## config.mk

```make
export PLATFORM = sky130hd
export DESIGN_NAME = cic_decimator_flat
export DESIGN_NICKNAME = d
export VERILOG_FILES = /design/src/rtl/cic_decimator_if.sv /design/src/rtl/cic_decimator.sv /design/src/flat_wrapper.sv
export SDC_FILE = /design/constraint.sdc
export NUM_CORES = 2
export LEC_CHECK = 0
export CORE_MARGIN = 3
export CORE_UTILIZATION = 47
export CTS_CLUSTER_DIAMETER = 200
export DETAILED_ROUTE_END_ITERATION = 10
export HOLD_SLACK_MARGIN = 0.08
export PLACE_DENSITY = 0.62
export REMOVE_ABC_BUFFERS = 1
export SYNTH_ARGS = -nofsm -noshare
export SYNTH_HDL_FRONTEND = slang
export SYNTH_SLANG_ARGS = --single-unit
```

## constraint.sdc

```tcl
create_clock -name clk -period 21.9 [get_ports clk]
set_clock_uncertainty 0.2 [all_clocks]
set_input_delay 4.38 -clock clk [delete_from_list [all_inputs] [get_ports clk]]
set_output_delay 4.38 -clock clk [all_outputs]
set_load 0.02 [all_outputs]
```

## src/rtl/cic_decimator_if.sv

```systemverilog
// cic_decimator_if: sample-stream bundle between the CORDIC mixer and the
// CIC decimator. The master drives rate and input samples; the slave (the
// decimator) returns the decimated samples and their strobe.
interface cic_decimator_if #(
   parameter int IN_WIDTH   = 20,
   parameter int OUT_WIDTH  = 20,
   parameter int RATE_WIDTH = 8
);
   logic [RATE_WIDTH-1:0]        rate;
   logic                         strobe_in;
   logic signed [IN_WIDTH-1:0]   i_in;
   logic signed [IN_WIDTH-1:0]   q_in;
   logic                         strobe_out;
   logic signed [OUT_WIDTH-1:0]  i_out;
   logic signed [OUT_WIDTH-1:0]  q_out;

   modport master (
      output rate, strobe_in, i_in, q_in,
      input  strobe_out, i_out, q_out
   );

   modport slave (
      input  rate, strobe_in, i_in, q_in,
      output strobe_out, i_out, q_out
   );
endinterface

```

## src/rtl/cic_decimator.sv

```systemverilog
// cic_decimator: dual-channel (I/Q) CIC decimator with STAGES pipelined
// integrators and STAGES pipelined combs (M = 1), run-time decimation ratio
// and power-of-two gain normalisation.
// Optional build macro CIC_ROUND_EN: round half-up and saturate the output,
// adding one clock of latency; without it the output is plainly truncated.
module cic_decimator #(
   parameter int IN_WIDTH   = 20,
   parameter int OUT_WIDTH  = 20,
   parameter int STAGES     = 4,
   parameter int RATE_WIDTH = 8
) (
   input  logic           clk,
   input  logic           reset,
   cic_decimator_if.slave bus
);
   localparam int ACC_WIDTH = IN_WIDTH + STAGES*RATE_WIDTH;
   localparam int SHW       = $clog2(STAGES*RATE_WIDTH + 1);
`ifdef CIC_ROUND_EN
   localparam int NPIPE     = STAGES + 2;
`else
   localparam int NPIPE     = STAGES + 1;
`endif

   logic [RATE_WIDTH-1:0]        w_rate_eff;
   logic [RATE_WIDTH-1:0]        r_rate_q;
   logic [RATE_WIDTH-1:0]        r_count;
   logic [SHW-1:0]               r_shift;
   logic [SHW-1:0]               r_sh [STAGES+1];
   logic                         r_dec;
   logic [NPIPE-1:0]             r_en;
   logic [STAGES-1:0]            w_comb_en;
   int                           w_lo;
   logic signed [ACC_WIDTH-1:0]  w_in    [2];
   logic signed [ACC_WIDTH-1:0]  r_integ [2][STAGES];
   logic signed [ACC_WIDTH-1:0]  r_comb  [2][STAGES];
   logic signed [ACC_WIDTH-1:0]  r_dly   [2][STAGES];
   logic signed [OUT_WIDTH-1:0]  r_out   [2];

   // Gain shift STAGES*ceil(log2 r): index of the top set bit of r-1, plus one.
   function automatic logic [SHW-1:0] f_shift(input logic [RATE_WIDTH-1:0] r);
      logic [RATE_WIDTH-1:0] m;
      int unsigned           lg;
      m  = r - 1'b1;
      lg = 0;
      for (int unsigned b = 0; b < RATE_WIDTH; b++)
         if (m[b]) lg = b + 1;
      return SHW'(STAGES * lg);
   endfunction

   // Clamp the requested ratio to a minimum of 2 and sign-extend inputs.
   always_comb begin
      w_rate_eff = (bus.rate < RATE_WIDTH'(2)) ? RATE_WIDTH'(2) : bus.rate;
      w_in[0] = {{(ACC_WIDTH-IN_WIDTH){bus.i_in[IN_WIDTH-1]}}, bus.i_in};
      w_in[1] = {{(ACC_WIDTH-IN_WIDTH){bus.q_in[IN_WIDTH-1]}}, bus.q_in};
   end

   // Decimation counter; the ratio and its gain shift reload at each block boundary.
   always_ff @(posedge clk) begin
      if (reset) begin
         r_count  <= '0;
         r_dec    <= 1'b0;
         r_rate_q <= w_rate_eff;
         r_shift  <= f_shift(w_rate_eff);
      end else begin
         r_dec <= 1'b0;
         if (bus.strobe_in) begin
            if (r_count == r_rate_q - 1'b1) begin
               r_count  <= '0;
               r_dec    <= 1'b1;
               r_rate_q <= w_rate_eff;
               r_shift  <= f_shift(w_rate_eff);
            end else begin
               r_count <= r_count + 1'b1;
            end
         end
      end
   end

   // Strobe pipe and shift pipe advance every clock so a block's gain shift
   // travels with its samples even when the next block reloads r_shift early.
   always_ff @(posedge clk) begin
      if (reset) begin
         r_en <= '0;
         for (int unsigned k = 0; k < STAGES + 1; k++) r_sh[k] <= '0;
      end else begin
         r_en    <= {r_en[NPIPE-2:0], r_dec};
         r_sh[0] <= r_shift;
         for (int unsigned k = 1; k < STAGES + 1; k++) r_sh[k] <= r_sh[k-1];
      end
   end

   // Per-stage comb enables: stage 0 on the decimation strobe, then one clock per stage.
   always_comb begin
      w_comb_en[0] = r_dec;
      for (int unsigned k = 1; k < STAGES; k++) w_comb_en[k] = r_en[k-1];
      w_lo = IN_WIDTH - OUT_WIDTH + int'(r_sh[STAGES]);
   end

   // Integrator cascade; wrap-around is intentional and cancelled by the combs.
   always_ff @(posedge clk) begin
      if (reset) begin
         for (int unsigned c = 0; c < 2; c++)
            for (int unsigned k = 0; k < STAGES; k++) r_integ[c][k] <= '0;
      end else if (bus.strobe_in) begin
         for (int unsigned c = 0; c < 2; c++) begin
            r_integ[c][0] <= r_integ[c][0] + w_in[c];
            for (int unsigned k = 1; k < STAGES; k++)
               r_integ[c][k] <= r_integ[c][k] + r_integ[c][k-1];
         end
      end
   end

   // Pipelined comb cascade, one stage per clock behind the decimation strobe.
   always_ff @(posedge clk) begin
      if (reset) begin
         for (int unsigned c = 0; c < 2; c++)
            for (int unsigned k = 0; k < STAGES; k++) begin
               r_comb[c][k] <= '0;
               r_dly[c][k]  <= '0;
            end
      end else begin
         for (int unsigned c = 0; c < 2; c++)
            for (int unsigned k = 0; k < STAGES; k++)
               if (w_comb_en[k]) begin
                  if (k == 0) begin
                     r_comb[c][k] <= r_integ[c][STAGES-1] - r_dly[c][k];
                     r_dly[c][k]  <= r_integ[c][STAGES-1];
                  end else begin
                     r_comb[c][k] <= r_comb[c][k-1] - r_dly[c][k];
                     r_dly[c][k]  <= r_comb[c][k-1];
                  end
               end
      end
   end

`ifdef CIC_ROUND_EN
   localparam logic signed [ACC_WIDTH:0] C_ONE = (ACC_WIDTH+1)'(1);
   localparam logic signed [ACC_WIDTH:0] C_MAX = {{(ACC_WIDTH-OUT_WIDTH+2){1'b0}}, {(OUT_WIDTH-1){1'b1}}};
   localparam logic signed [ACC_WIDTH:0] C_MIN = {{(ACC_WIDTH-OUT_WIDTH+2){1'b1}}, {(OUT_WIDTH-1){1'b0}}};

   logic signed [ACC_WIDTH:0] w_rnd [2];
   logic signed [ACC_WIDTH:0] r_rnd [2];

   // Half-up rounding in one extra bit so the add cannot overflow before saturation.
   always_comb begin
      for (int unsigned c = 0; c < 2; c++)
         w_rnd[c] = ($signed({r_comb[c][STAGES-1][ACC_WIDTH-1], r_comb[c][STAGES-1]})
                     + (C_ONE <<< (w_lo - 1))) >>> w_lo;
   end

   // Register the rounded value, then saturate it into the output register.
   always_ff @(posedge clk) begin
      if (reset) begin
         for (int unsigned c = 0; c < 2; c++) begin
            r_rnd[c] <= '0;
            r_out[c] <= '0;
         end
      end else begin
         for (int unsigned c = 0; c < 2; c++) begin
            if (r_en[STAGES-1]) r_rnd[c] <= w_rnd[c];
            if (r_en[STAGES])
               r_out[c] <= (r_rnd[c] > C_MAX) ? OUT_WIDTH'(C_MAX) :
                           (r_rnd[c] < C_MIN) ? OUT_WIDTH'(C_MIN) : OUT_WIDTH'(r_rnd[c]);
         end
      end
   end
`else
   // Truncating output slice of the final comb; holds until the next block.
   always_ff @(posedge clk) begin
      if (reset) begin
         for (int unsigned c = 0; c < 2; c++) r_out[c] <= '0;
      end else if (r_en[STAGES-1]) begin
         for (int unsigned c = 0; c < 2; c++)
            r_out[c] <= OUT_WIDTH'(r_comb[c][STAGES-1] >>> w_lo);
      end
   end
`endif

   assign bus.strobe_out = r_en[NPIPE-1];
   assign bus.i_out      = r_out[0];
   assign bus.q_out      = r_out[1];
endmodule

```

## src/flat_wrapper.sv

```systemverilog
// flat-port wrapper written by rule: the top's interface ports become plain ports
module cic_decimator_flat 
#(
   parameter int IN_WIDTH   = 20,
   parameter int OUT_WIDTH  = 20,
   parameter int STAGES     = 4,
   parameter int RATE_WIDTH = 8
)
  (clk, reset, bus_rate, bus_strobe_in, bus_i_in, bus_q_in, bus_strobe_out, bus_i_out, bus_q_out);
  cic_decimator_if #(.IN_WIDTH(IN_WIDTH), .OUT_WIDTH(OUT_WIDTH), .RATE_WIDTH(RATE_WIDTH)) bus_i ();
  input  logic clk;
  input  logic reset;
  input wire logic [$bits(bus_i.rate)-1:0] bus_rate;
  input wire logic [$bits(bus_i.strobe_in)-1:0] bus_strobe_in;
  input wire logic [$bits(bus_i.i_in)-1:0] bus_i_in;
  input wire logic [$bits(bus_i.q_in)-1:0] bus_q_in;
  output wire logic [$bits(bus_i.strobe_out)-1:0] bus_strobe_out;
  output wire logic [$bits(bus_i.i_out)-1:0] bus_i_out;
  output wire logic [$bits(bus_i.q_out)-1:0] bus_q_out;
  assign bus_i.rate = bus_rate;
  assign bus_i.strobe_in = bus_strobe_in;
  assign bus_i.i_in = bus_i_in;
  assign bus_i.q_in = bus_q_in;
  assign bus_strobe_out = bus_i.strobe_out;
  assign bus_i_out = bus_i.i_out;
  assign bus_q_out = bus_i.q_out;
  cic_decimator #(.IN_WIDTH(IN_WIDTH), .OUT_WIDTH(OUT_WIDTH), .STAGES(STAGES), .RATE_WIDTH(RATE_WIDTH)) u_core (.clk(clk), .reset(reset), .bus(bus_i));
endmodule
```

After elaboration in Yosys (flattened, before gate mapping):

Memory sizes are Yosys's and may differ from the RTL's.
Cells that the tools add are included.

* bits in registers: 26
* bits in writable memories: 1318
* memories: 5

* $add $sub $neg: 19
* magnitude comparators: 1
* eq/ne operators: 1
* shift-type cells: 2
* mux-type cells: 69
* bitwise operators: 32
* reduce and logical (&&, ||, !) cells: 4

Memories
* u_core.r_comb: depth 2, bits a word 208, read ports 2, clocked after memory_dff 0, wr ports 2, RTL line cic_decimator.sv:35 `logic signed [ACC_WIDTH-1:0] r_comb [2][STAGES];`
* u_core.r_dly: depth 2, bits a word 208, read ports 2, clocked after memory_dff 0, wr ports 2, RTL line cic_decimator.sv:36 `logic signed [ACC_WIDTH-1:0] r_dly [2][STAGES];`
* u_core.r_integ: depth 2, bits a word 208, read ports 2, clocked after memory_dff 0, wr ports 2, RTL line cic_decimator.sv:34 `logic signed [ACC_WIDTH-1:0] r_integ [2][STAGES];`
* u_core.r_out: depth 2, bits a word 20, read ports 2, clocked after memory_dff 0, wr ports 2, RTL line cic_decimator.sv:37 `logic signed [OUT_WIDTH-1:0] r_out [2];`
* u_core.r_sh: depth 5, bits a word 6, read ports 5, clocked after memory_dff 0, wr ports 5, RTL line cic_decimator.sv:28 `logic [SHW-1:0] r_sh [STAGES+1];`

Operator list (count)
* 52-bit two-way mux: 24
* 52-bit subtractor: 8
* 52-bit adder: 6
* 52-bit by 20-bit adder with 52-bit output: 2
* 52-bit by 6-bit >>> shifter with 20-bit output: 2
* 6-bit two-way mux: 8
* 20-bit two-way mux: 2
* 8-bit two-way mux: 5
* 1-bit OR: 31
* 1-bit two-way mux: 23
* 8-bit by 1-bit subtractor with 8-bit output (second input constant): 2
* 3-bit two-way mux: 4
* 8-bit by 1-bit adder with 8-bit output (second input constant): 1
* 8-bit == test: 1
* 8-bit by 2-bit < comparator with 1-bit output (second input constant): 1
* 2-bit two-way mux: 2
* 4-bit two-way mux: 1
* 2-bit nonzero test: 2
* 2-bit AND reduction: 1
* 2-bit OR reduction: 1
* 1-bit NOT: 1

Longest topological paths before layout:

* depth after elaboration: 14
* gate-level depth with buffers: 15
* depth with buffers taken out: 15

Worst setup path after synthesis:

Ideal clock, no wire load.

* kind: input -> register
* start: input reset
* end: memory u_core.r_integ[0][0] (netlist bit) (enable)
* arrival: 13014 ps
* slack: 7922 ps
* stages on the path: 4
* path buffers: 2
* path through: clkbuf_1 > clkbuf_1 > nor2_1 > inv_1

RTL lines
* from (decl): RTL line flat_wrapper.sv:12 `input logic reset;`
* to (decl): RTL line cic_decimator.sv:34

==> qor.tcl <==
set qor(number_of_fill_cells) 18400
set qor(final_nets) 10700
set qor(port-buffer-count) 91
set qor(gp_routability_congestion) 0.903
set qor(path_max_fanout) 4
set qor(antenna_found_initial) 3
set qor(fp.dieH_um) 456
set qor(wl_per_cell_um) 16.0
set qor(relSlewSlack_pct) 22.3
set qor(setup_viol_count_final) 0
set qor(cts_num_sinks) 1334
set qor(post-route-drc-count) 0
set qor(synth_largest_area_cell) {edfxtp_1}
set qor(cell_area_after_synthesis_mm2) 0.0950
set qor(gr-usage-all-layers_pct) 18.9
set qor(cts.path.max_buffers) 3
set qor(grt_pass1_vias) 65700
set qor(placement_rows) 164
set qor(synthCells) 9933
set qor(vdd_drop_max_mv) 0.0839
set qor(synth_top_cell_area_share_pct) 41.1
set qor(arrival_ns) 8.17
set qor(routed_wirelength_um) 202000
set qor(r2r_setup_slack_ns) 17.44
set qor(chipWidth_um) 456
set qor(cts.repair.resized) 0
set qor(regArea_mm2) 0.0397
set qor(synth-edff-count) 1300
set qor(routed-via-count) 69000
set qor(worstSetupStartpointType) {input port}
set qor(timing_max_transition_violations_final) 0
set qor(layout_worst_path_cycle_share_pct) 35.8
set qor(total_clock_buffers_created_by_cts) 155
set qor(hold_path_class) {reg -> reg}
set qor(grt_overflow_total) 0
set qor(tritoncts) {built}
set qor(criticalPathCategory) {in -> reg}
set qor(dp_slack_ns) 13.29
set qor(min-delay-start) {u_core.r_sh[0][3]$_SDFF_PP0_}
set qor(cts_post_setup_buffers_inserted) 0
set qor(grt_max_degree) 172
set qor(initial_core_util_pct) 47.4
set qor(synthArstFlopShare_pct) 0
set qor(rsz_0062_raised_after_global_routing) {false}
set qor(post_synth_main_area_contributors) {edfxtp_1 41%, ha_1 11%, nor2_1 4.8%}
set qor(p_leak_nw) 43.2
set qor(ys_warn_count) 0
set qor(result_of_the_run) {completed}
set qor(share_of_the_yosys_chip_area_belonging_to_registers_pct) 41.8
set qor(hold-worst-slack_ns) 0.242
set qor(syn_to_final_growth_pct) 8.85
set qor(insertion_delay_ns) 0.79
set qor(core_region_area_mm2) 0.200
set qor(detail_route.first_pass.iterations) 6
set qor(cts.root.buffer_cell) {clkbuf_16}
set qor(synth.distinct_cells) 101
set qor(most_numerous_cell_types_in_the_synthesized_netlist) {1300 x edfxtp_1, 1207 x nor2_1, 873 x a21oi_1, 820 x ha_1, 589 x inv_1}
set qor(cap_viol_max_count) 0
set qor(worstReg2RegStart) {u_core.r_integ[1][156]$_SDFFCE_PN0P_}
set qor(tightestPinTransition_ns) 1.16
set qor(layout_setup_ws_ns) 14.06
set qor(postSynthAreaPerCell_um2) 9.56
set qor(period_minus_slack_ns) 7.84
set qor(timing.hold.worst_endpoint) {u_core.r_sh[0][9]$_SDFF_PP0_}
set qor(finalHoldViolations) 0
set qor(drive_gt1_share_pct) 4.49
set qor(initialDrtViolationCount) 3883
set qor(worstReg2RegEnd) {u_core.r_integ[1][152]$_SDFFCE_PN0P_}
set qor(worstRegToRegCells) 13
set qor(timing.setup.tns_ns) 0
set qor(yosys_most_used_dff) {edfxtp_1}
set qor(num_io_pins) 92
set qor(grt_first_pass_wirelength_um) 333000
set qor(viasPerCell) 5.47
set qor(cts.clk_slew.worst_paths_ns) 0.06
set qor(htree_num_levels) 4
set qor(die_area_mm2) 0.208
set qor(post_cts_hold_buffer_count) 0
set qor(post-dp-hpwl_um) 154000
set qor(min_path_cells) 1
set qor(cp_data_required_time_ns) 22.23
set qor(route.antenna.remaining_nets) 0
set qor(worstSetupEndpointType) {flop}
set qor(yosys.cell_count.top_type) {edfxtp_1}
set qor(multi_input_comb_area_mm2) 0.0517
set qor(flop_and_latch_count_out_of_synthesis) 1334
set qor(maxClockFrequency_mhz) 128
set qor(power.density_cell_area_mw_per_mm2) 73.8
==> per-layer routing <==
layer	vias to the layer above	wire [um]	track usage [%]
li1	35900	-	-
met1	31700	101000	27.1
met2	1072	88200	29.9
met3	300	6180	2.22
met4	0	6120	6.18
met5	-	0	0
==> worst max-delay path, stage by stage <==
cell	delay (ns)
clkdlybuf4s50_1	0.46
ha_1	0.21
fa_1	0.25
a211oi_1	0.11
o21a_1	0.22
nor4_1	0.65
o311ai_1	0.21
a31o_2	0.32
o31ai_1	0.50
a31oi_1	0.23
nor2_1	0.21
a221oi_1	0.16
o21ai_1	0.17
mux2i_1	0.08
==> report_power, final <==
part           internal, W  switching, W  total, W  leakage [nW]
combinational     0.000774       0.00109   0.00187          26.7
sequential         0.00298      0.000140   0.00312          14.0
clock              0.00160       0.00104   0.00264          2.54
total              0.00535       0.00227   0.00763          43.2
==> state kept, by name, summed over array words and instances (netlist names) <==
register	count
u_core.r_comb	416
u_core.r_dly	416
u_core.r_integ	416
u_core.r_out	40
u_core.r_sh	20
u_core.r_count	8
u_core.r_rate_q	8
u_core.r_en	5
u_core.r_shift	4
u_core.r_dec	1
==> through the flow <==
stage | area (um2) | cells | total power [W] | util [%]
global route | 103000 | 12600 | 0.00806 | 51.6
floorplan | 93500 | 9557 | 0.00462 | -
detailed placement | 98100 | 12300 | 0.00503 | 49.0
finish | 103000 | 12600 | 0.00763 | 51.6
CTS | 103000 | 12600 | 0.00770 | 51.6
global placement | 98100 | 12300 | 0.00501 | 49.0
==> logic make-up after synthesis <==
kind of cell | Yosys count | synth area share, %
xor gates and xnor gates | 743 | 6.85
DFF | 1334 | 41.8
AOI/OAI and AO/OA | 2762 | 18.8
and+or+nand+nor | 3138 | 15.8
muxes | 153 | 1.77
adders and majority gates | 836 | 11.1
buffers and inverters | 967 | 3.84
==> placed cells by master, fill, tap and decap left out, drive strengths merged, types with 79 or more instances in the layout <==
cell type and instances:
edfxtp 1300, nor2 1207, a21oi 875, ha 820
inv 598, nand2 550, a21o 505, o21ai 497
and2 476, xnor2 405, xor2 338, clkbuf 188
nor3 151, o21bai 151, nand3 147, nor2b 139
a211oi 135, nand4 129, a31oi 104, mux2i 100
nand2b 91, clkdlybuf4s50 90, and3 88, o21a 79
==> worst max-delay path by stage <==
stage / startpoint / to / slack (ns) / depth (start not counted)
final: bus_q_in[0] / u_core.r_integ[1][204]$_SDFFCE_PN0P_ / 14.06 / 14
after global routing: bus_q_in[0] / u_core.r_integ[1][204]$_SDFFCE_PN0P_ / 13.75 / 14
after CTS: bus_q_in[0] / u_core.r_integ[1][204]$_SDFFCE_PN0P_ / 14.14 / 14
after detailed placement: bus_q_in[0] / u_core.r_integ[1][204]$_SDFFCE_PN0P_ / 13.29 / 14
after global placement: bus_i_in[19] / u_core.r_integ[0][205]$_SDFFCE_PN0P_ / 13.33 / 14
after floorplan: bus_strobe_in / u_core.r_integ[0][0]$_SDFFCE_PN0P_ / 8.50 / 2
==> area by class of cell <==
type	count	share of cell area, %
timing repair buffer	126	1.14
clock buffer	188	4.00
inverter	591	2.15
tap	2656	3.21
antenna	7	0.0169
clock inverter	91	1.06
multi-input combinational	7632	50.0
sequential	1334	38.4
Power figures use the tool's default switching activity.
